$ cat config.mk
export PLATFORM = sky130hd
export DESIGN_NAME = booth_controller
export DESIGN_NICKNAME = d
export VERILOG_FILES = /design/src/rtl/booth_pkg.sv /design/src/rtl/booth_controller.sv
export SDC_FILE = /design/constraint.sdc
export NUM_CORES = 1
export LEC_CHECK = 0
export ABC_AREA = 1
export BUFFER_PORTS_ARGS = -buffer_cell sky130_fd_sc_hd__buf_2
export CAP_MARGIN = 10
export CELL_PAD_IN_SITES_DETAIL_PLACEMENT = 1
export CELL_PAD_IN_SITES_GLOBAL_PLACEMENT = 2
export CORE_MARGIN = 5
export CORE_UTILIZATION = 19
export CTS_BUF_LIST = sky130_fd_sc_hd__clkbuf_4 sky130_fd_sc_hd__clkbuf_8
export CTS_CLUSTER_SIZE = 8
export DETAILED_ROUTE_END_ITERATION = 12
export PLACE_DENSITY = 0.76
export SYNTH_ARGS = -nofsm -noshare
export SYNTH_HDL_FRONTEND = slang
export SYNTH_SLANG_ARGS = --single-unit
$ cat constraint.sdc
create_clock -name clk -period 1.5 [get_ports clk]
set_input_delay 0.075 -clock clk [delete_from_list [all_inputs] [get_ports clk]]
set_output_delay 0.075 -clock clk [all_outputs]
set_load 0.005 [all_outputs]
$ cat src/rtl/booth_pkg.sv
// Shared definitions for the radix-2 Booth multiplier control path:
// FSM state encoding, Booth bit-pair codes and the default operand width.
package booth_pkg;

    // Default operand width; matches the 3-bit shift counter and its seen4 flag.
    localparam int BOOTH_WIDTH = 4;

    // {Q0, Q(-1)} pairs that require an arithmetic step before the shift.
    localparam logic [1:0] PAIR_ADD = 2'b01;
    localparam logic [1:0] PAIR_SUB = 2'b10;

    // Controller states. Encoding 3'd7 is unused and recovers to IDLE.
    typedef enum logic [2:0] {
        IDLE  = 3'd0,
        LOAD  = 3'd1,
        CHECK = 3'd2,
        ADD   = 3'd3,
        SUB   = 3'd4,
        SHIFT = 3'd5,
        DONE  = 3'd6
    } state_e;

endpackage : booth_pkg

$ cat src/rtl/booth_controller.sv
// Radix-2 Booth multiplier control FSM.
// Sequences LOAD -> (CHECK -> [ADD|SUB] -> SHIFT) x WIDTH -> DONE and drives
// the external shift counter through clrc/count_up, watching seen_last.
// All outputs are Moore-decoded from the registered state.
// Optional macro BOOTH_ACK_EN: when defined, DONE is held until ack=1;
// otherwise DONE lasts exactly one cycle and ack is ignored.
module booth_controller
    import booth_pkg::*;
#(
    parameter int WIDTH = BOOTH_WIDTH
) (
    input  logic clk,
    input  logic rst,
    input  logic start,
    input  logic q0,
    input  logic q_1,
    input  logic seen_last,
    input  logic ack,
    output logic ld_m,
    output logic ld_q,
    output logic clr_a,
    output logic clr_q1,
    output logic ld_a,
    output logic sub,
    output logic sh,
    output logic clrc,
    output logic count_up,
    output logic busy,
    output logic done
);

    state_e     state_q;
    state_e     state_d;
    logic [1:0] pair;

    assign pair = {q0, q_1};

    // The iteration count is enforced by the external counter's seen_last
    // flag, so WIDTH is kept only to document the configuration; ack is
    // only consumed when the acknowledge handshake is built in.
    logic unused_cfg;
    assign unused_cfg = (WIDTH > 0) & ack;

    // State register with synchronous reset to IDLE.
    always_ff @(posedge clk) begin
        if (rst) begin
            state_q <= IDLE;
        end else begin
            state_q <= state_d;
        end
    end

    // Next-state logic; any unused encoding falls back to IDLE.
    always_comb begin
        state_d = IDLE;
        case (state_q)
            IDLE:  state_d = start ? LOAD : IDLE;
            LOAD:  state_d = CHECK;
            CHECK: begin
                if (pair == PAIR_ADD) begin
                    state_d = ADD;
                end else if (pair == PAIR_SUB) begin
                    state_d = SUB;
                end else begin
                    state_d = SHIFT;
                end
            end
            ADD:   state_d = SHIFT;
            SUB:   state_d = SHIFT;
            // seen_last reflects the count before this shift's increment.
            SHIFT: state_d = seen_last ? DONE : CHECK;
`ifdef BOOTH_ACK_EN
            DONE:  state_d = ack ? IDLE : DONE;
`else
            DONE:  state_d = IDLE;
`endif
            default: state_d = IDLE;
        endcase
    end

    // Moore output decode; everything defaults low.
    always_comb begin
        ld_m     = 1'b0;
        ld_q     = 1'b0;
        clr_a    = 1'b0;
        clr_q1   = 1'b0;
        ld_a     = 1'b0;
        sub      = 1'b0;
        sh       = 1'b0;
        clrc     = 1'b0;
        count_up = 1'b0;
        busy     = 1'b0;
        done     = 1'b0;
        case (state_q)
            LOAD: begin
                ld_m   = 1'b1;
                ld_q   = 1'b1;
                clr_a  = 1'b1;
                clr_q1 = 1'b1;
                clrc   = 1'b1;
                busy   = 1'b1;
            end
            CHECK: begin
                busy = 1'b1;
            end
            ADD: begin
                ld_a = 1'b1;
                busy = 1'b1;
            end
            SUB: begin
                ld_a = 1'b1;
                sub  = 1'b1;
                busy = 1'b1;
            end
            SHIFT: begin
                sh       = 1'b1;
                count_up = 1'b1;
                busy     = 1'b1;
            end
            DONE: begin
                done = 1'b1;
                busy = 1'b1;
            end
            default: begin
                busy = 1'b0;
            end
        endcase
    end

endmodule : booth_controller
==> reports/metrics.csv, run 1 <==
stage,metric,value,unit
outcome,status,finished clean,
clock_tree,clock tree root driver cell,clkbuf_4,
timing,Final WS setup,0.2206,ns
yosys,mux share of post-synthesis cell area,0,
timing,setup TNS,0,ns
yosys,share of the synthesized area in the top cell type,0.2264,
cells_and_area,most flop-heavy register,state_q,
timing,Rel. slew slack,0.8125,
worst_setup_path,Startpoint Class,register,
worst_setup_path,CP Capture Type,primary output,
cells_and_area,FF+latch area,60.06,µm²
floorplan,Starting Density,0.2013,
drt,Via density,4.041,
clock_tree,Resized cells post-CTS,0,
global_routing,antenna violations before repair,0,
cells_and_area,top flop regs,state_q (3),
clock_tree,CTS Buf Count,3,
clock_tree,# hold bufs at CTS,0,
drt,drt total wl,683,µm
floorplan,die width,47.37,µm
cells_and_area,fin nets,67,
yosys,syn avg cell area,5.895,µm²
worst_setup_path,Worst Setup SP,state_q[0],
worst_setup_path,CP cell instances,"nand2_1, nor2_1, buf_2",
floorplan,Die ar.,2243,µm²
worst_setup_path,crit-path max FO,8,
place,GPL Wtd Cong,0.7089,
cells_and_area,antenna fix cells,0,
drt,Starting DRT DRC Count,1,
place,DP HPWL,596.8,µm
cells_and_area,share of cells above drive strength 1,0.4237,
floorplan,core area,1318,µm²
place,I/O Buffers,16,
yosys,main area contributors after synthesis,"dfxtp_1 23%, buf_4 14%, nand2_1 13%, inv_1 8.5%, nor2_1 8.5%",
floorplan,Die H,47.37,µm
clock_tree,CTS tree,done,
drt,metal3 WL,61,µm
yosys,Mapped Cells,45,
worst_setup_path,critical path data arrival time,1.20,ns
pwr,Comb pwr share,0.305,
timing,Setup Skew,0.002724,ns
yosys,compound-cell area share of the yosys netlist,0.05660,
global_routing,first-pass GRT wire length,1048,µm
pwr,Cell Int Power,0.0002584,W
drt,routed length per instance,9.230,µm
drt,top routing layer in use,met3,
min_path,Hold Crit Class,primary input to register,
min_path,beginning of the worst hold path,rst,
timing,hold_ws,0.03028,ns
cells_and_area,final instance area,351.6,µm²
place,pre-CTS setup slack,0.4426,ns
yosys,"area leader, netlist",dfxtp_1,
worst_setup_path,critical path class,register to primary output,
timing,fin crit period,1.279,ns
drt,met2 wire len,336,µm
pwr,pwr dens,1085,nW/µm²
yosys,post-synthesis xor/xnor area fraction,0,
cells_and_area,Multi-input gate area,132.6,µm²
global_routing,gr ovfl total,0,
yosys,cell area after synthesis,265.3,µm²
timing,maximum clock frequency,781.6,MHz
yosys,Mapped Nets,52,
floorplan,Site Rows,13,
pwr,VDD IR max,0.3945,mV
drt,drt first pass iters,2,
global_routing,GRT Overall Usage,0.06989,
drt,via count,299,
floorplan,# IOs,18,
worst_setup_path,CP max stage delay,0.46,ns
timing,fin crit share,0.8530,
yosys,Yosys warnings,0,
yosys,Netlist cell types,14,
global_routing,vias in the first global route,277,
timing,"Hold Vio Cnt, Final",0,
pwr,Sequential Power Share,0.284,
cells_and_area,area delta synth->final,32.55,%
yosys,post-synthesis adder-cell area fraction,0,
cells_and_area,number of flip-flops in the largest register,3,
run,Max Cap Viol,0,
yosys,main combinational cell family by area after synthesis,simple AND/OR/NAND/NOR gates,
clock_tree,"CTS clk-pin slew, worst paths",0.04,ns
timing,fin. max-slew vios,0,
worst_setup_path,Worst EP required,1.42,ns
pwr,clock share of power,0.410,
global_routing,largest net degree at the start of global routing,9,
timing,RSZ-0062 raised after global routing,false,
clock_tree,clk buf depth,2,
timing,Worst-Margin Slew,0.2808,ns
worst_setup_path,r2r startpoint,state_q[2],
clock_tree,Clock Sink Count,3,
pwr,switch share,0.3225,
clock_tree,Setup Buffers After CTS,0,
yosys,#FFs+latches synth,3,
clock_tree,worst-skew pair later-pin latency,0.23,ns
timing,"Setup violations, final",0,
worst_setup_path,Critical-path top delay cell,dfxtp_1,
clock_tree,H-tree depth,1,
yosys,Post-Synth Simple-Gate Area,0.4434,
drt,M1 wire length,285,µm
yosys,sequential share of the synthesized area,0.2264,
pwr,net switching power,0.0001230,W
cells_and_area,fill cell count,182,
place,placed standard-cell area,321.6,µm²
pwr,P_leak,0.2168,nW
drt,# DRC,0,
drt,ANT nets after route,0,
worst_setup_path,r2r setup slk,0.50,ns
[power by group through the flow]
stage	sequential (W)	clock, W	combinational, W
2_1_floorplan	0.000100	0	0.0000978
3_3_place_gp	0.000111	0	0.000118
3_5_place_dp	0.000110	0	0.000120
4_1_cts	0.000109	0.000164	0.000120
5_1_grt	0.000110	0.000169	0.000136
6_report	0.000108	0.000156	0.000116
[metrics by stage]
stage	total power, W	util	cells
2_1_floorplan	0.0001980	-	45
3_3_place_gp	0.0002283	0.2441	70
3_5_place_dp	0.0002303	0.2441	70
4_1_cts	0.0003932	0.2669	74
5_1_grt	0.0004152	0.2669	74
6_report	0.0003813	0.2669	74
[synth_stat cells (all sizes together)]
cell type / count
nand4: 2
inv: 8
nand2: 9
nor3: 1
o21ai: 1
dfxtp: 3
nand3: 4
nor2: 9
clkbuf: 1
buf: 5
a21oi: 2
[per-layer routing]
metal,vias up,track usage
met5,-,0
met4,0,0.03315
met3,0,0.04981
met2,7,0.1043
met1,130,0.07399
li1,162,-
[cell usage in the layout, fill, tap and decap left out]
| cell type | n |
|---|---|
| o21ai_0 | 1 |
| buf_2 | 16 |
| nor2_1 | 6 |
| nor3_1 | 1 |
| nand4_1 | 2 |
| nor2_2 | 2 |
| clkbuf_4 | 4 |
| nand3_1 | 4 |
| inv_1 | 6 |
| dfxtp_1 | 3 |
| a21oi_1 | 2 |
| inv_2 | 2 |
| nor2_4 | 1 |
| nand2_1 | 9 |
[path summary, 6_finish.rpt]
check	depth (start not counted)	endpoint
min reg2reg	2	state_q[1]
max	3	clr_q1
max reg2reg	5	state_q[0]
min	2	state_q[1]
[cell families after synthesis]
kind of cell           Yosys count
AND/OR/NAND/NOR                 25
buffers and inverters           14
flip-flops                       3
AO/OA/AOI/OAI                    3
[cell type report]
cell class,count,area share
clock buffer,4,0.08541
inverter,8,0.08541
multi-input combinational,28,0.3772
sequential,3,0.1708
tap,15,0.05338
timing repair buffer,16,0.2278
[worst max-delay path: cells and delay by family (launching register included)]
kind / cells / cell delay [ns]
flip-flops: 1 / 0.46
AND/OR/NAND/NOR: 2 / 0.36
buffers and inverters: 1 / 0.16
(Power assumes the default switching activity.)
==> run 2, diff against run 1 <==
--- a/config.mk
+++ b/config.mk
@@ -6,7 +6,7 @@
 export NUM_CORES = 1
 export LEC_CHECK = 0
 export ABC_AREA = 1
-export BUFFER_PORTS_ARGS = -buffer_cell sky130_fd_sc_hd__buf_2
+export BUFFER_PORTS_ARGS = -buffer_cell sky130_fd_sc_hd__buf_4
 export CAP_MARGIN = 10
 export CELL_PAD_IN_SITES_DETAIL_PLACEMENT = 1
 export CELL_PAD_IN_SITES_GLOBAL_PLACEMENT = 2
==> run 2 against run 1 <==
Against the previous run: power grew 7.4%; largest power group unchanged; count of clock-buffer cells in the layout unchanged; final cell count is the same; critical path depth is the same; utilization rose by 3.0 points; setup slack lost 0.067 ns; first-iteration DRC count shrank 100%; critical endpoint unchanged.
==> reports/metrics.csv, run 2 (synthesis gave the netlist of run 1 again) <==
stage,metric,value,unit
min_path,Hold Crit Class,primary input to register,
drt,drt total wl,682,µm
timing,fin crit period,1.347,ns
worst_setup_path,Critical-path top delay cell,dfxtp_1,
worst_setup_path,crit-path max FO,8,
global_routing,antenna violations before repair,0,
timing,"Hold Vio Cnt, Final",0,
timing,"Setup violations, final",0,
pwr,VDD IR max,0.4082,mV
cells_and_area,final core utilization,0.2972,
timing,fin. max-slew vios,0,
worst_setup_path,critical path class,register to primary output,
floorplan,die width,47.37,µm
drt,via count,293,
cells_and_area,Layout Cells excl Fill,74,
global_routing,largest net degree at the start of global routing,9,
place,I/O Buffers,16,
floorplan,core area,1318,µm²
worst_setup_path,CP cell instances,"nand2_1, nor2_1, buf_4",
clock_tree,CTS Buf Count,3,
cells_and_area,antenna fix cells,0,
timing,Rel. slew slack,0.8146,
timing,Worst-Margin Slew,0.2777,ns
outcome,status,finished clean,
place,GPL Wtd Cong,0.7405,
worst_setup_path,Worst EP required,1.42,ns
clock_tree,clock tree root driver cell,clkbuf_4,
floorplan,# IOs,18,
worst_setup_path,CP max stage delay,0.47,ns
floorplan,Die ar.,2243,µm²
drt,metal3 WL,60,µm
drt,met2 wire len,312,µm
drt,Starting DRT DRC Count,0,
floorplan,Starting Density,0.2013,
clock_tree,H-tree depth,1,
drt,routed length per instance,9.216,µm
clock_tree,worst-skew pair later-pin latency,0.23,ns
clock_tree,Clock Sink Count,3,
global_routing,GRT Overall Usage,0.07061,
drt,top routing layer in use,met3,
clock_tree,clk buf depth,2,
worst_setup_path,r2r setup slk,0.50,ns
clock_tree,# hold bufs at CTS,0,
place,Post-Place Cells,70,
timing,Setup Skew,0.001120,ns
timing,setup TNS,0,ns
drt,ANT nets after route,0,
pwr,P_leak,0.2225,nW
cells_and_area,most frequent cells in the layout,"16 x buf_4, 9 x nand2_1, 6 x inv_1, 6 x nor2_1",
pwr,pwr dens,1046,nW/µm²
timing,fin crit share,0.8978,
global_routing,vias in the first global route,288,
cells_and_area,share of cells above drive strength 1,0.4237,
drt,# DRC,0,
floorplan,Die H,47.37,µm
global_routing,gr ovfl total,0,
cells_and_area,top flop regs,state_q (3),
cells_and_area,area delta synth->final,47.64,%
worst_setup_path,CP top delay family,flip-flops,
clock_tree,CTS tree,done,
cells_and_area,number of flip-flops in the largest register,3,
clock_tree,Resized cells post-CTS,0,
cells_and_area,fin nets,67,
clock_tree,Setup Buffers After CTS,0,
floorplan,Site Rows,13,
worst_setup_path,Buf/Inv on CP,1,
drt,Via density,3.959,
cells_and_area,"commonest non-fill, non-tap cell in the layout",buf_4,
cells_and_area,most flop-heavy register,state_q,
timing,RSZ-0062 raised after global routing,false,
clock_tree,"CTS clk-pin slew, worst paths",0.04,ns
timing,maximum clock frequency,742.6,MHz
worst_setup_path,Startpoint Class,register,
place,pre-CTS setup slack,0.3844,ns
global_routing,first-pass GRT wire length,1104,µm
drt,drt first pass iters,1,
worst_setup_path,CP Capture Type,primary output,
place,DP HPWL,576.9,µm
run,Max Cap Viol,0,
drt,M1 wire length,309,µm
timing,Final WS setup,0.1534,ns
worst_setup_path,critical path data arrival time,1.27,ns
==> run 2: cell counts in the layout (fill, tap and decap cells not counted) <==
No cell type changed its count.
==> run 2: path summary, 6_finish.rpt <==
| kind | from | to | cells after the start |
|---|---|---|---|
| setup / recovery | state_q[0] | clr_q1 | 3 |
| hold / removal | rst | state_q[0] | 2 |
| setup reg to reg | state_q[2] | state_q[0] | 5 |
| hold reg to reg | state_q[0] | state_q[1] | 2 |
==> run 2: worst reg2reg max path, cell delays in order, from the launching register on <==
cell     delay (ns)
dfxtp_1        0.46
inv_2          0.11
nand3_1        0.08
nand3_1        0.10
nor2_1         0.10
nor2_1         0.04
==> run 2: cell type report <==
type	count	area, µm²
multi-input combinational	28	132.6
fill	173	925.9
clock buffer	4	30.03
tap	15	18.77
inverter	8	30.03
sequential	3	60.06
timing repair buffer	16	120.1
==> run 2: power by group <==
| group | total, W | internal (W) | switching (W) | leakage, nW |
|---|---|---|---|---|
| Sequential | 0.000109 | 0.0000899 | 0.0000188 | 0.0247 |
| Combinational | 0.000140 | 0.0000728 | 0.0000677 | 0.179 |
| Clock | 0.000161 | 0.000118 | 0.0000427 | 0.0184 |
==> run 2: metal layers <==
layer | vias up | track usage
li1 | 162 | -
met1 | 122 | 0.09396
met2 | 9 | 0.1016
met3 | 0 | 0.03448
met4 | 0 | 0.01657
met5 | - | 0
==> run 2: through the flow <==
stage               power (W)  cell area (µm²)  hold slack, ns
floorplan           0.0001980            265.3          0.1441
global placement    0.0002538            361.6          0.2526
detailed placement  0.0002540            361.6          0.2541
CTS                 0.0004180            391.6        0.009317
global route        0.0004426            391.6         0.01934
finish              0.0004097            391.6         0.01498
==> run 3, diff against run 2 <==
--- a/config.mk
+++ b/config.mk
@@ -5,17 +5,16 @@
 export SDC_FILE = /design/constraint.sdc
 export NUM_CORES = 1
 export LEC_CHECK = 0
-export ABC_AREA = 1
 export BUFFER_PORTS_ARGS = -buffer_cell sky130_fd_sc_hd__buf_4
 export CAP_MARGIN = 10
 export CELL_PAD_IN_SITES_DETAIL_PLACEMENT = 1
 export CELL_PAD_IN_SITES_GLOBAL_PLACEMENT = 2
-export CORE_MARGIN = 5
-export CORE_UTILIZATION = 19
+export CORE_AREA = 5 5 42 44
 export CTS_BUF_LIST = sky130_fd_sc_hd__clkbuf_4 sky130_fd_sc_hd__clkbuf_8
 export CTS_CLUSTER_SIZE = 8
 export DETAILED_ROUTE_END_ITERATION = 12
-export PLACE_DENSITY = 0.76
+export DIE_AREA = 0 0 47 49
+export PLACE_DENSITY = 0.73
 export SYNTH_ARGS = -nofsm -noshare
 export SYNTH_HDL_FRONTEND = slang
 export SYNTH_SLANG_ARGS = --single-unit
==> run 3 against run 2 <==
Against the previous run: setup slack about the same; worst hold slack improved by 0.082 ns; count of clock-buffer cells in the layout did not move; combinational power fell by 18%; sequential power is essentially flat; largest power group unchanged.
==> reports/metrics.csv, run 3 <==
stage,metric,value,unit
outcome,status,finished clean,
yosys,most common cell in the netlist,buf_4,
timing,fin crit share,0.8976,
timing,fin crit period,1.346,ns
min_path,Hold Path Cell Cnt,2,
yosys,fraction of registers with async set or reset after synthesis,0,
global_routing,gr ovfl total,0,
yosys,Mapped Cells,34,
floorplan,Site Rows,14,
global_routing,GRT Overall Usage,0.07952,
timing,setup TNS,0,ns
cells_and_area,fin nets,55,
cells_and_area,"commonest non-fill, non-tap cell in the layout",buf_4,
timing,fin. max-slew vios,0,
clock_tree,clock tree root driver cell,clkbuf_4,
clock_tree,CTS tree,done,
worst_setup_path,FF-to-FF End,state_q[2],
floorplan,# IOs,18,
yosys,Post-synth top cells,"5 x buf_4, 4 x nor3b_1, 3 x dfxtp_1, 3 x nor2_1",
worst_setup_path,Startpoint Class,register,
place,I/O Buffers,16,
worst_setup_path,worst reg-to-reg path cell count,2,
place,DP HPWL,527.3,µm
pwr,P_leak,0.1847,nW
floorplan,die width,47,µm
timing,"Hold Vio Cnt, Final",0,
global_routing,vias in the first global route,283,
cells_and_area,top flop regs,state_q (3),
worst_setup_path,crit-path max FO,10,
yosys,syn avg cell area,8.022,µm²
cells_and_area,antenna fix cells,0,
drt,# DRC,0,
drt,Starting DRT DRC Count,2,
pwr,VDD IR max,0.3686,mV
clock_tree,worst-skew pair later-pin latency,0.23,ns
timing,"Setup violations, final",0,
timing,maximum clock frequency,742.7,MHz
clock_tree,CTS Buf Count,3,
run,Max Cap Viol,0,
clock_tree,H-tree depth,1,
yosys,main area contributors after synthesis,"dfxtp_1 22%, buf_4 14%, nor3b_1 11%, o32ai_1 6.4%, and3_2 5.5%",
cells_and_area,number of flip-flops in the largest register,3,
drt,routed length per instance,11.40,µm
drt,drt first pass iters,2,
yosys,sequential share of the synthesized area,0.2202,
drt,Via density,4.365,
cells_and_area,area delta synth->final,43.58,%
clock_tree,Setup Buffers After CTS,0,
pwr,pwr dens,990.4,nW/µm²
yosys,Mapped Nets,41,
yosys,top_reg_cell synth,dfxtp_1,
drt,via count,275,
yosys,Post-synth EDFFs,0,
worst_setup_path,CP Capture Type,primary output,
place,GPL Wtd Cong,0.7041,
yosys,cell area after synthesis,272.8,µm²
timing,Rel. slew slack,0.7647,
worst_setup_path,Worst EP required,1.42,ns
cells_and_area,share of cells above drive strength 1,0.5319,
worst_setup_path,critical path class,register to primary output,
timing,RSZ-0062 raised after global routing,false,
worst_setup_path,critical path data arrival time,1.27,ns
yosys,Netlist cell types,18,
timing,Setup Skew,0.002589,ns
global_routing,first-pass GRT wire length,1304,µm
global_routing,antenna violations before repair,0,
floorplan,core area,1401,µm²
min_path,Worst Hold Path EP,state_q[0],
drt,ANT nets after route,0,
floorplan,Starting Density,0.1946,
yosys,Yosys warnings,0,
yosys,share of the synthesized area in the top cell type,0.2202,
clock_tree,"CTS clk-pin slew, worst paths",0.04,ns
floorplan,Die ar.,2303,µm²
clock_tree,clk buf depth,2,
drt,drt total wl,718,µm
timing,Worst-Margin Slew,0.3525,ns
cells_and_area,most frequent cells in the layout,"17 x buf_4, 4 x nor3b_1, 4 x clkbuf_4",
clock_tree,Clock Sink Count,3,
clock_tree,# hold bufs at CTS,0,
min_path,beginning of the worst hold path,rst,
yosys,#FFs+latches synth,3,
min_path,Hold Crit Class,primary input to register,
global_routing,largest net degree at the start of global routing,13,
pwr,Pwr Total,0.0003879,W
clock_tree,Resized cells post-CTS,0,
cells_and_area,most flop-heavy register,state_q,
yosys,"area leader, netlist",dfxtp_1,
worst_setup_path,r2r startpoint,state_q[1],
floorplan,Die H,49,µm
worst_setup_path,r2r setup slk,0.31,ns
==> run 3: changes by cell type after synthesis, sizes merged, moves of 3 or more <==
| cell | change |
|---|---|
| nand2 | -8 |
| nand3 | -4 |
| nor2 | -6 |
| nor3b | +4 |
| inv | -6 |
| buf | +3 |
==> run 3: cell families (layout without fill, tap and decap cells) <==
kind of cell           after synthesis  after routing  synth area share
AOI/OAI and AO/OA                    5              5            0.1468
DFF                                  3              3            0.2202
buffers and inverters               10             23            0.2431
and+or+nand+nor                     16             16            0.3899
==> run 3: where the power goes <==
part / internal [W] / switching (W)
combinational: 0.0000747 / 0.0000403
sequential: 0.0000888 / 0.0000218
clock: 0.000118 / 0.0000444
==> run 3: area by class of cell <==
class | count | area, µm²
Sequential cell | 3 | 60.06
Inverter | 2 | 7.507
Fill cell | 179 | 1010
Clock buffer | 4 | 30.03
Multi-Input combinational cell | 21 | 146.4
Tap cell | 16 | 20.02
Timing Repair Buffer | 17 | 127.6
==> run 3: worst max-delay path, cell delays in order, from the launching register on <==
cell and delay (ns):
dfxtp_1 0.48, or2b_1 0.30, o22ai_1 0.13, buf_4 0.13
==> run 3: layer usage <==
layer	global-route usage	wire length (µm)	up-vias
li1	-	-	141
met1	0.1031	306	121
met2	0.09502	331	11
met3	0.03321	65	2
met4	0.06912	15	0
met5	0	0	-
==> run 3: worst max-delay path by stage <==
| stage | start | slack [ns] | end | depth (start not counted) |
|---|---|---|---|---|
| 2_1_floorplan | state_q[0] | 0.31 | clr_q1 | 3 |
| 3_3_place_gp | state_q[1] | 0.34 | state_q[0] | 2 |
| 3_5_place_dp | state_q[1] | 0.32 | state_q[2] | 2 |
| 4_1_cts | state_q[2] | 0.13 | ld_a | 3 |
| 5_1_grt | state_q[0] | 0.03 | clr_q1 | 3 |
| 6_report | state_q[2] | 0.15 | ld_a | 3 |
==> run 3: metrics by stage <==
step	setup slack (ns)	util	std cells	hold slack [ns]	cell area, µm²
2_1_floorplan	0.3125	-	34	0.1894	272.8
3_3_place_gp	0.3401	0.2580	59	0.3333	361.6
3_5_place_dp	0.3200	0.2580	59	0.3384	361.6
4_1_cts	0.1310	0.2795	63	0.08936	391.6
5_1_grt	0.02761	0.2795	63	0.09410	391.6
6_report	0.1536	0.2795	63	0.09683	391.6
